File: src/rtl/key_sw_io_device.sv
// ---------------------------------------------------------------------------
// key_sw_io_device
//
// Memory-mapped input device for the board pushbuttons (KEY) and slide
// switches (SW). It sits right after the memory stage: it decodes the access
// address, store data and load/store strobes, and returns read data
// combinationally so the write-back register can capture it in the same cycle.
//
// Every raw input bit goes through a two-flop synchronizer and a debouncer.
// When any debounced bit of a device changes, that device's sticky Ready bit
// is set. If Ready is already set and is not being cleared on the same edge,
// the sticky Overrun bit is set as well. Each device has an interrupt enable,
// and irq is the OR of the two enabled Ready bits.
//
// Register map (offsets set by parameters):
//   ADDR_KEY   KDATA  {0, kStable[3:0]}   1 = pressed; a load clears KEY Ready
//   ADDR_SW    SDATA  {0, sStable[9:0]}   a load clears SW Ready
//   ADDR_KCTRL KCTRL  bit0 Ready (RO), bit2 Overrun (write 0 clears),
//                     bit4 IE (RW), all other bits read 0
//   ADDR_SCTRL SCTRL  same layout as KCTRL, for the switches
//   Any other address reads 0. Stores to KDATA/SDATA are ignored.
//
// Ports:
//   clk      system clock
//   reset    asynchronous, active-low reset
//   addr     access address from the memory stage
//   wr_data  store data
//   wr_en    store strobe, one cycle per store
//   rd_en    load strobe, one cycle per load
//   rd_data  read data, combinational from addr
//   KEY      raw pushbuttons, active-low (0 = pressed)
//   SW       raw slide switches, active-high
//   irq      (kReady & kIe) | (sReady & sIe)
// ---------------------------------------------------------------------------

// ---------------------------------------------------------------------------
// key_sw_io_device_debounce
//
// One input bit: two-flop synchronizer followed by a counter debouncer.
// The counter runs while the synchronized level differs from the stable
// level and clears as soon as they agree again. On the edge where the count
// would reach DEBOUNCE_CYCLES the stable level is taken over and the counter
// clears. A raw change just before edge 1 therefore appears on stable at
// edge 2 + DEBOUNCE_CYCLES.
//
// Ports:
//   clk     system clock
//   reset   asynchronous, active-low reset
//   rawIn   unsynchronized input pin
//   stable  debounced level (after optional inversion), resets to 0
//   flip    high in the cycle whose closing edge updates stable
// ---------------------------------------------------------------------------
module key_sw_io_device_debounce #(
    parameter int   DEBOUNCE_CYCLES = 255,
    parameter logic RESET_LEVEL     = 1'b0,  // synchronizer reset value
    parameter logic INVERT          = 1'b0   // 1: stable = ~pin level
) (
    input  logic clk,
    input  logic reset,
    input  logic rawIn,
    output logic stable,
    output logic flip
);

    // The counter only ever holds 0 .. DEBOUNCE_CYCLES-1.
    localparam int CW = (DEBOUNCE_CYCLES > 1) ? $clog2(DEBOUNCE_CYCLES) : 1;
    localparam logic [CW-1:0] LAST_COUNT = CW'(DEBOUNCE_CYCLES - 1);

    logic          sync1;
    logic          sync2;
    logic          level;
    logic [CW-1:0] count;

    // The synchronizer keeps the pin polarity so that its reset value
    // matches the idle state of the pin; inversion happens afterwards.
    assign level = INVERT ? ~sync2 : sync2;

    // Every update of stable is a real change, because the counter only
    // advances while level and stable disagree.
    assign flip = (level != stable) && (count == LAST_COUNT);

    always_ff @(posedge clk or negedge reset) begin
        if (!reset) begin
            sync1  <= RESET_LEVEL;
            sync2  <= RESET_LEVEL;
            count  <= '0;
            stable <= 1'b0;
        end else begin
            sync1 <= rawIn;
            sync2 <= sync1;
            if (level == stable) begin
                count <= '0;
            end else if (flip) begin
                stable <= level;
                count  <= '0;
            end else begin
                count <= count + 1'b1;
            end
        end
    end

endmodule

module key_sw_io_device #(
    parameter int               DBITS           = 32,
    parameter logic [DBITS-1:0] ADDR_KEY        = 32'hF000_0010,
    parameter logic [DBITS-1:0] ADDR_SW         = 32'hF000_0014,
    parameter logic [DBITS-1:0] ADDR_KCTRL      = 32'hF000_0110,
    parameter logic [DBITS-1:0] ADDR_SCTRL      = 32'hF000_0114,
    parameter int               DEBOUNCE_CYCLES = 255
) (
    input  logic             clk,
    input  logic             reset,
    input  logic [DBITS-1:0] addr,
    input  logic [DBITS-1:0] wr_data,
    input  logic             wr_en,
    input  logic             rd_en,
    output logic [DBITS-1:0] rd_data,
    input  logic [3:0]       KEY,
    input  logic [9:0]       SW,
    output logic             irq
);

    localparam int KEY_BITS = 4;
    localparam int SW_BITS  = 10;

    // Debounced state and per-bit "updates on this edge" flags.
    logic [KEY_BITS-1:0] kStable;
    logic [KEY_BITS-1:0] kFlip;
    logic [SW_BITS-1:0]  sStable;
    logic [SW_BITS-1:0]  sFlip;

    // Status registers.
    logic kReady;
    logic kOverrun;
    logic kIe;
    logic sReady;
    logic sOverrun;
    logic sIe;

    // Address decode and strobes.
    logic kDataSel;
    logic sDataSel;
    logic kCtrlSel;
    logic sCtrlSel;
    logic kLoad;
    logic sLoad;
    logic kCtrlWr;
    logic sCtrlWr;
    logic kEvent;
    logic sEvent;

    // wr_data bits outside the control fields have no destination.
    logic unusedWrBits;
    assign unusedWrBits = ^{wr_data[DBITS-1:5], wr_data[3], wr_data[1:0]};

    // -----------------------------------------------------------------------
    // Input conditioning
    // -----------------------------------------------------------------------
    genvar gi;
    generate
        // Pushbuttons idle high, so their synchronizers reset to 1 and the
        // debounced state is inverted to read 1 = pressed.
        for (gi = 0; gi < KEY_BITS; gi++) begin : gKey
            key_sw_io_device_debounce #(
                .DEBOUNCE_CYCLES (DEBOUNCE_CYCLES),
                .RESET_LEVEL     (1'b1),
                .INVERT          (1'b1)
            ) uDebounce (
                .clk    (clk),
                .reset  (reset),
                .rawIn  (KEY[gi]),
                .stable (kStable[gi]),
                .flip   (kFlip[gi])
            );
        end

        for (gi = 0; gi < SW_BITS; gi++) begin : gSw
            key_sw_io_device_debounce #(
                .DEBOUNCE_CYCLES (DEBOUNCE_CYCLES),
                .RESET_LEVEL     (1'b0),
                .INVERT          (1'b0)
            ) uDebounce (
                .clk    (clk),
                .reset  (reset),
                .rawIn  (SW[gi]),
                .stable (sStable[gi]),
                .flip   (sFlip[gi])
            );
        end
    endgenerate

    // Several bits settling on the same edge form a single event.
    assign kEvent = |kFlip;
    assign sEvent = |sFlip;

    // -----------------------------------------------------------------------
    // Bus decode
    // -----------------------------------------------------------------------
    assign kDataSel = (addr == ADDR_KEY);
    assign sDataSel = (addr == ADDR_SW);
    assign kCtrlSel = (addr == ADDR_KCTRL);
    assign sCtrlSel = (addr == ADDR_SCTRL);

    assign kLoad   = rd_en & kDataSel;
    assign sLoad   = rd_en & sDataSel;
    assign kCtrlWr = wr_en & kCtrlSel;
    assign sCtrlWr = wr_en & sCtrlSel;

    // -----------------------------------------------------------------------
    // Status registers
    //
    // Ready: set by an event, cleared by a load of the data register; the
    // set wins when both happen on one edge.
    // Overrun: set by an event that finds Ready already high, except when
    // that same edge's load is consuming the previous value. A control
    // store with bit2 = 0 clears it; a coinciding set still wins.
    // -----------------------------------------------------------------------
    always_ff @(posedge clk or negedge reset) begin
        if (!reset) begin
            kReady   <= 1'b0;
            kOverrun <= 1'b0;
            kIe      <= 1'b0;
        end else begin
            if (kEvent) begin
                kReady <= 1'b1;
            end else if (kLoad) begin
                kReady <= 1'b0;
            end

            if (kEvent && kReady && !kLoad) begin
                kOverrun <= 1'b1;
            end else if (kCtrlWr && !wr_data[2]) begin
                kOverrun <= 1'b0;
            end

            if (kCtrlWr) begin
                kIe <= wr_data[4];
            end
        end
    end

    always_ff @(posedge clk or negedge reset) begin
        if (!reset) begin
            sReady   <= 1'b0;
            sOverrun <= 1'b0;
            sIe      <= 1'b0;
        end else begin
            if (sEvent) begin
                sReady <= 1'b1;
            end else if (sLoad) begin
                sReady <= 1'b0;
            end

            if (sEvent && sReady && !sLoad) begin
                sOverrun <= 1'b1;
            end else if (sCtrlWr && !wr_data[2]) begin
                sOverrun <= 1'b0;
            end

            if (sCtrlWr) begin
                sIe <= wr_data[4];
            end
        end
    end

    assign irq = (kReady & kIe) | (sReady & sIe);

    // -----------------------------------------------------------------------
    // Read mux: driven from addr alone so the write-back stage can capture
    // it in the same cycle; rd_en only governs the side effects above.
    // -----------------------------------------------------------------------
    always_comb begin
        rd_data = '0;
        if (kDataSel) begin
            rd_data[KEY_BITS-1:0] = kStable;
        end else if (sDataSel) begin
            rd_data[SW_BITS-1:0] = sStable;
        end else if (kCtrlSel) begin
            rd_data[0] = kReady;
            rd_data[2] = kOverrun;
            rd_data[4] = kIe;
        end else if (sCtrlSel) begin
            rd_data[0] = sReady;
            rd_data[2] = sOverrun;
            rd_data[4] = sIe;
        end
    end

endmodule

File: config.mk
export PLATFORM = sky130hd
export DESIGN_NAME = key_sw_io_device
export DESIGN_NICKNAME = d
export VERILOG_FILES = /design/src/rtl/key_sw_io_device.sv
export SDC_FILE = /design/constraint.sdc
export NUM_CORES = 1
export LEC_CHECK = 0
export ABC_AREA = 1
export CELL_PAD_IN_SITES_DETAIL_PLACEMENT = 1
export CELL_PAD_IN_SITES_GLOBAL_PLACEMENT = 2
export CORE_ASPECT_RATIO = 0.75
export CORE_MARGIN = 3
export CORE_UTILIZATION = 30
export CTS_BUF_LIST = sky130_fd_sc_hd__clkbuf_16
export DETAILED_ROUTE_END_ITERATION = 12
export PLACE_DENSITY = 0.83
export SETUP_SLACK_MARGIN = 0.02
export SYNTH_ARGS = -nofsm -noshare
export SYNTH_HDL_FRONTEND = slang
export SYNTH_SLANG_ARGS = --single-unit
File: constraint.sdc
create_clock -name clk -period 1.3 [get_ports clk]
set_input_delay 0.26 -clock clk [delete_from_list [all_inputs] [get_ports clk]]
set_output_delay 0.26 -clock clk [all_outputs]
set_load 0.005 [all_outputs]
After elaboration in Yosys (flattened, before gate mapping)
Cells that the tools add are included.
Storage, ports and cells
  register bits: 160
  output and inout bits: 33
Operators by class
  add/sub/neg operators: 14
  equality and inequality tests: 46
  mux-type cells: 50
  bitwise gates (word level): 25
  reduce and logical (&&, ||, !) cells: 43
Operators with widths (number)
  two-way mux 8 bit: 28
  equality test 32 bit, second input constant: 4
  adder 8 x 1 -> 8 bit, second input constant: 14
  equality test 8 bit, second input constant: 14
  AND reduction 2 bit: 14
  logical AND 1 bit: 20
  two-way mux 1 bit: 19
  inverter 1 bit: 18
  equality test 1 bit: 14
  inequality test 1 bit: 14
  OR reduction 10 bit: 1
  nonzero test 2 bit: 4
  AND 1 bit: 6
  two-way mux 6 bit: 1
  two-way mux 5 bit: 1
  two-way mux 4 bit: 1
  OR reduction 4 bit: 1
  zero test 1 bit: 3
  bitwise OR 1 bit: 1

Longest topological paths before layout
  word-level depth: 7
  mapped depth: 10

By module
A second synthesis with hierarchy kept.
Second synthesis, totals
  cell total of the unflattened synthesis: 1067
  area, all modules: 8777.2 µm²
Modules (own cells, without submodules)
  key_sw_io_device_debounce at gSw[0].uDebounce ...: times used 10, cells each 66, area each 574.3 µm²
  key_sw_io_device_debounce at gKey[0].uDebounce ...: times used 4, cells each 66, area each 541.8 µm²
  key_sw_io_device: times used 1, cells each 143, area each 867.1 µm²

Worst setup path after synthesis
Ideal clock, no wire load.
  path type: input to output
  from: input addr[12]
  to: output rd_data[4]
  data arrival time: 1.084 ns
  data required time: 1.040 ns
  slack: -0.044 ns
  stages on the path: 9
  buffers on the path: 0
  cell sequence: inv_1 > nand2_1 > nor2_2 > nand3_2 > nor2_8 > nand2_4 > nand2_1 > nor2_1 > nor2_1
On the way
  cells in the longest elaborated chain, start to end: 5
  elaborated cells between the ends (all ways): 8
  classes of those cells: eq/ne (4); mux (4)
Ends and longest elaborated chain
  start, declared: RTL line 114  | input logic [DBITS-1:0] addr,
  equality test 32 bit: RTL line 203  | assign sCtrlSel = (addr == ADDR_SCTRL);
  two-way mux 1 bit: RTL line 283  | end else if (sCtrlSel) begin
  two-way mux 1 bit: RTL line 279  | end else if (kCtrlSel) begin
  two-way mux 1 bit: RTL line 277  | end else if (sDataSel) begin
  two-way mux 6 bit (*): RTL line 275  | if (kDataSel) begin
  end, declared: RTL line 118  | output logic [DBITS-1:0] rd_data,
Every way passes the cells marked *; elsewhere a longest branch is shown, timed or not.

Worst setup path after layout
  from: input addr[18]
  to: output rd_data[0]
On the way
  cells in the longest elaborated chain, start to end: 5
  elaborated cells between the ends (all ways): 8
  classes of those cells: eq/ne (4); mux (4)
Ends and longest elaborated chain (RTL line)
  equality test 32 bit: 203
  two-way mux 1 bit: 283
  two-way mux 1 bit: 279
  two-way mux 1 bit: 277
  two-way mux 4 bit (*): 275
Marked as above.

==> metrics.yaml <==
detailed_routing:
  drt-initial-drc-count: 202
  wl_per_cell_um: 17.0
  wl_um: 25500
  drc: 0
  num_vias: 6848
  drt_first_pass_iters: 5
  drtAntennaViolNets: 0
  vias_per_cell: 4.57
power:
  switching_share_pct: 25.7
  p_switching_mw: 3.05
  power_frac_seq_pct: 44.2
  p_clk_share_pct: 43.8
  powerDensity_mw_per_mm2: 926
  leakage_nw: 5.95
  combinationalPowerShare_pct: 12.0
  fin_total_pwr_mw: 11.9
  vdd.ir_drop.worst_mv: 0.980
  p_int_mw: 8.84
synth:
  ys_seq_area_share_pct: 52.7
  ys_ff_latch: 160
  yosysUniqueCellTypes: 34
  yosysWarnings: 0
  netlist_area_mm2: 0.00762
  postSynthAreaPerCell_um2: 8.93
  postSynthCellCount: 853
final_layout:
  num-fill-cells: 2618
  nNetsFinal: 1266
  layoutNonFillerInstCount: 1499
  drive_gt1_share_pct: 57.3
  syn_to_final_growth_pct: 68.4
  stdcell_area_mm2: 0.0128
  layout_commonest_cell: "buf_4"
  final_cell_mix: "154 x buf_4, 150 x dfrtp_1, 97 x nand2_1"
  antenna_cells: 0
setup_path:
  cp_cell_sequence: "buf_2 -> nor2_1 -> nand2_1 -> nor2_4 -> nand2_4 -> buf_6 -> buf_6 -> nor2_4 -> nand2_1 -> nand4_1 -> buf_2"
  cp-end-kind: "primary output"
  start_kind: "input pin"
  max_stage_delay_ns: 0.15
  crit_arrival_ns: 1.59
  criticalPathCategory: "in -> out"
  cp.required_ns: 1.04
  slowest_stage: "buf_6"
  critPathTopFamily: "simple AND/OR/NAND/NOR gates"
  worst-path-buf-inv: 4
  critPathMaxFanout: 3
place:
  dp.cells: 1411
  dp_hpwl_um: 14700
  place_area_mm2: 0.00986
  gp_congestion: 0.771
  portBuffers: 62
global_route:
  grt_max_degree: 44
  grt_pass1_wl_um: 37000
  grt_use_total_pct: 16.9
  grt_overflow_total: 0
  first_global_vias: 7334
  antenna_found_initial: 0
timing:
  finalCritPeriodShare_pct: 142
  timing.fmax_mhz: 542
  finalCriticalPeriod_ns: 1.85
  hold_ws_ns: 0.216
  finClkSkew_ns: 0.0120
  worst_slack_ns: -0.546
  setup_violations: 75
  final_hold_viol_count: 0
  drv_slew: 0
  rsz0062_at_grt: "true"
floorplanning:
  coreArea_mm2: 0.0245
  ioPinCount: 115
  dieArea_mm2: 0.0274
  initial_utilization_pct: 31.1
  die_y_um: 144
  fp-row-count: 49
  die_w_um: 190
status:
  status: "finished, violations left"
  violations: "setup timing"
clocking:
  h-tree-depth: 4
  cts.clk_slew.worst_paths_ns: 0.07
  cts_tree: "built"
  clk_latency_ns: 0.45
  cts-buffers-inserted: 17
  root_buffer: "clkbuf_16"
  cts.sinks: 160
  cts_buffer_depth: 2
flow_run:
  drv_cap: 0
min_path:
  hp-class: "in -> reg"
[metal layers]
metal	up-vias	share of wire [%]	GRT usage (%)
met3	36	3.1	2.79
met5	-	0	0
met2	92	55	30.4
met1	3502	40	20.8
met4	0	1.8	5.75
li1	3218	-	-
[repair_timing]
action / 4_1_cts / 5_1_grt
pin swaps: 91 / 124
setup buffers: 54 / 23
hold endpoints to repair: 154 / 0
gates resized for setup: 398 / 334
endpoints found under the setup margin: 129 / 135
hold buffers: 1 / 0
[power by group through the flow]
stage | Combinational [mW] | Clock (mW) | Sequential (mW)
4_1_cts | 1.14 | 5.29 | 5.24
5_1_grt | 1.58 | 5.57 | 5.28
3_3_place_gp | 0.951 | 0 | 5.31
3_5_place_dp | 0.985 | 0 | 5.32
2_1_floorplan | 0.380 | 0 | 5.32
6_report | 1.42 | 5.21 | 5.26
[worst reg2reg max path: stages, from the launching register on]
cell,delay [ns]
dfrtp_1,0.41
buf_6,0.14
xnor2_2,0.14
nand3b_1,0.18
buf_6,0.14
nand4_1,0.13
a21o_1,0.18
[registers in the layout, summed over array words and instances (netlist names)]
signal / flops
sIe: 1
gKey.uDebounce.sync2: 4
gSw.uDebounce.level: 10
gSw.uDebounce.stable: 10
gKey.uDebounce.stable: 4
gKey.uDebounce.sync1: 4
gKey.uDebounce.count: 32
kReady: 1
sOverrun: 1
gSw.uDebounce.count: 80
kIe: 1
kOverrun: 1
gSw.uDebounce.sync1: 10
sReady: 1
[Yosys cell counts]
| master | count | area share, % |
|---|---|---|
| mux2_2 | 3 | 0.44 |
| nand3_1 | 38 | 2.5 |
| nand2_4 | 3 | 0.44 |
| nand4_1 | 7 | 0.57 |
| nor4_1 | 2 | 0.16 |
| buf_4 | 22 | 2.2 |
| ha_1 | 28 | 4.6 |
| o21ai_1 | 3 | 0.20 |
| clkinv_2 | 1 | 0.066 |
| xnor2_1 | 16 | 1.8 |
| xor2_1 | 48 | 5.5 |
| nor2_2 | 4 | 0.33 |
| nand3b_1 | 1 | 0.099 |
| nor3b_1 | 2 | 0.20 |
| a211oi_1 | 2 | 0.20 |
| and3_1 | 3 | 0.25 |
| nand3_2 | 2 | 0.26 |
| nor2_8 | 1 | 0.26 |
| nand2_2 | 1 | 0.082 |
| dfrtp_1 | 152 | 50 |
| inv_1 | 111 | 5.5 |
| nor2_1 | 128 | 6.3 |
| nand2_1 | 178 | 8.8 |
| a21o_1 | 2 | 0.20 |
| o21ai_0 | 16 | 1.1 |
| a41oi_1 | 2 | 0.23 |
| conb_1 | 1 | 0.049 |
| dfstp_2 | 8 | 2.8 |
| nor2_4 | 4 | 0.59 |
| nor3_1 | 33 | 2.2 |
| a21oi_1 | 16 | 1.1 |
| or2_2 | 6 | 0.49 |
| a31oi_1 | 8 | 0.66 |
| a22o_1 | 1 | 0.11 |
[area by class of cell]
type | instances | area (um2) | share of cell area (%)
inverter | 112 | 458 | 3.57
timing repair buffer | 285 | 2470 | 19.3
multi-input combinational | 580 | 4880 | 38.0
clock buffer | 17 | 425 | 3.31
sequential | 160 | 4020 | 31.3
clock inverter | 14 | 165 | 1.29
tap | 331 | 414 | 3.23
[through the flow]
| step | worst slack (ns) | setup TNS, ns | util, % |
|---|---|---|---|
| 6_report | -0.546 | -8.38 | 52.5 |
| 5_1_grt | -0.610 | -13.84 | 52.5 |
| 4_1_cts | -0.504 | -6.96 | 46.9 |
| 3_5_place_dp | -1.25 | -22.30 | 40.3 |
| 3_3_place_gp | -1.22 | -18.46 | 40.3 |
| 2_1_floorplan | -0.0444 | -0.140 | - |
[kinds of logic (layout without fill, tap and decap cells)]
family | count (synthesis) | in the layout | share of synthesized area (%)
DFF | 160 | 160 | 52.7
xor gates and xnor gates | 64 | 64 | 7.36
buffers and inverters | 134 | 428 | 7.70
AOI/OAI and AO/OA | 50 | 50 | 3.69
and+or+nand+nor | 413 | 413 | 23.5
other | 1 | 22 | 0.0492
adders and majority gates | 28 | 28 | 4.60
muxes | 3 | 3 | 0.443
[final timing paths]
kind | start | to | slack (ns) | cells past startpoint
setup / recovery | addr[18] | rd_data[0] | -0.55 | 11
hold / removal | KEY[3] | gKey[3].uDebounce.sync1$_DFF_PN1_ | 0.22 | 1
setup reg to reg | gKey[2].uDebounce.stable$_DFFE_PN0P_ | kReady$_DFFE_PN0P_ | -0.12 | 6
hold reg to reg | gSw[2].uDebounce.sync1$_DFF_PN0_ | gSw[2].uDebounce.level$_DFF_PN0_ | 0.36 | 0
max in group asynchronous | reset | gKey[0].uDebounce.sync2$_DFF_PN1_ | 0.49 | 3
min in group asynchronous | reset | gSw[0].uDebounce.count[2]$_DFF_PN0_ | 0.24 | 2
Power figures use the tool's default switching activity.
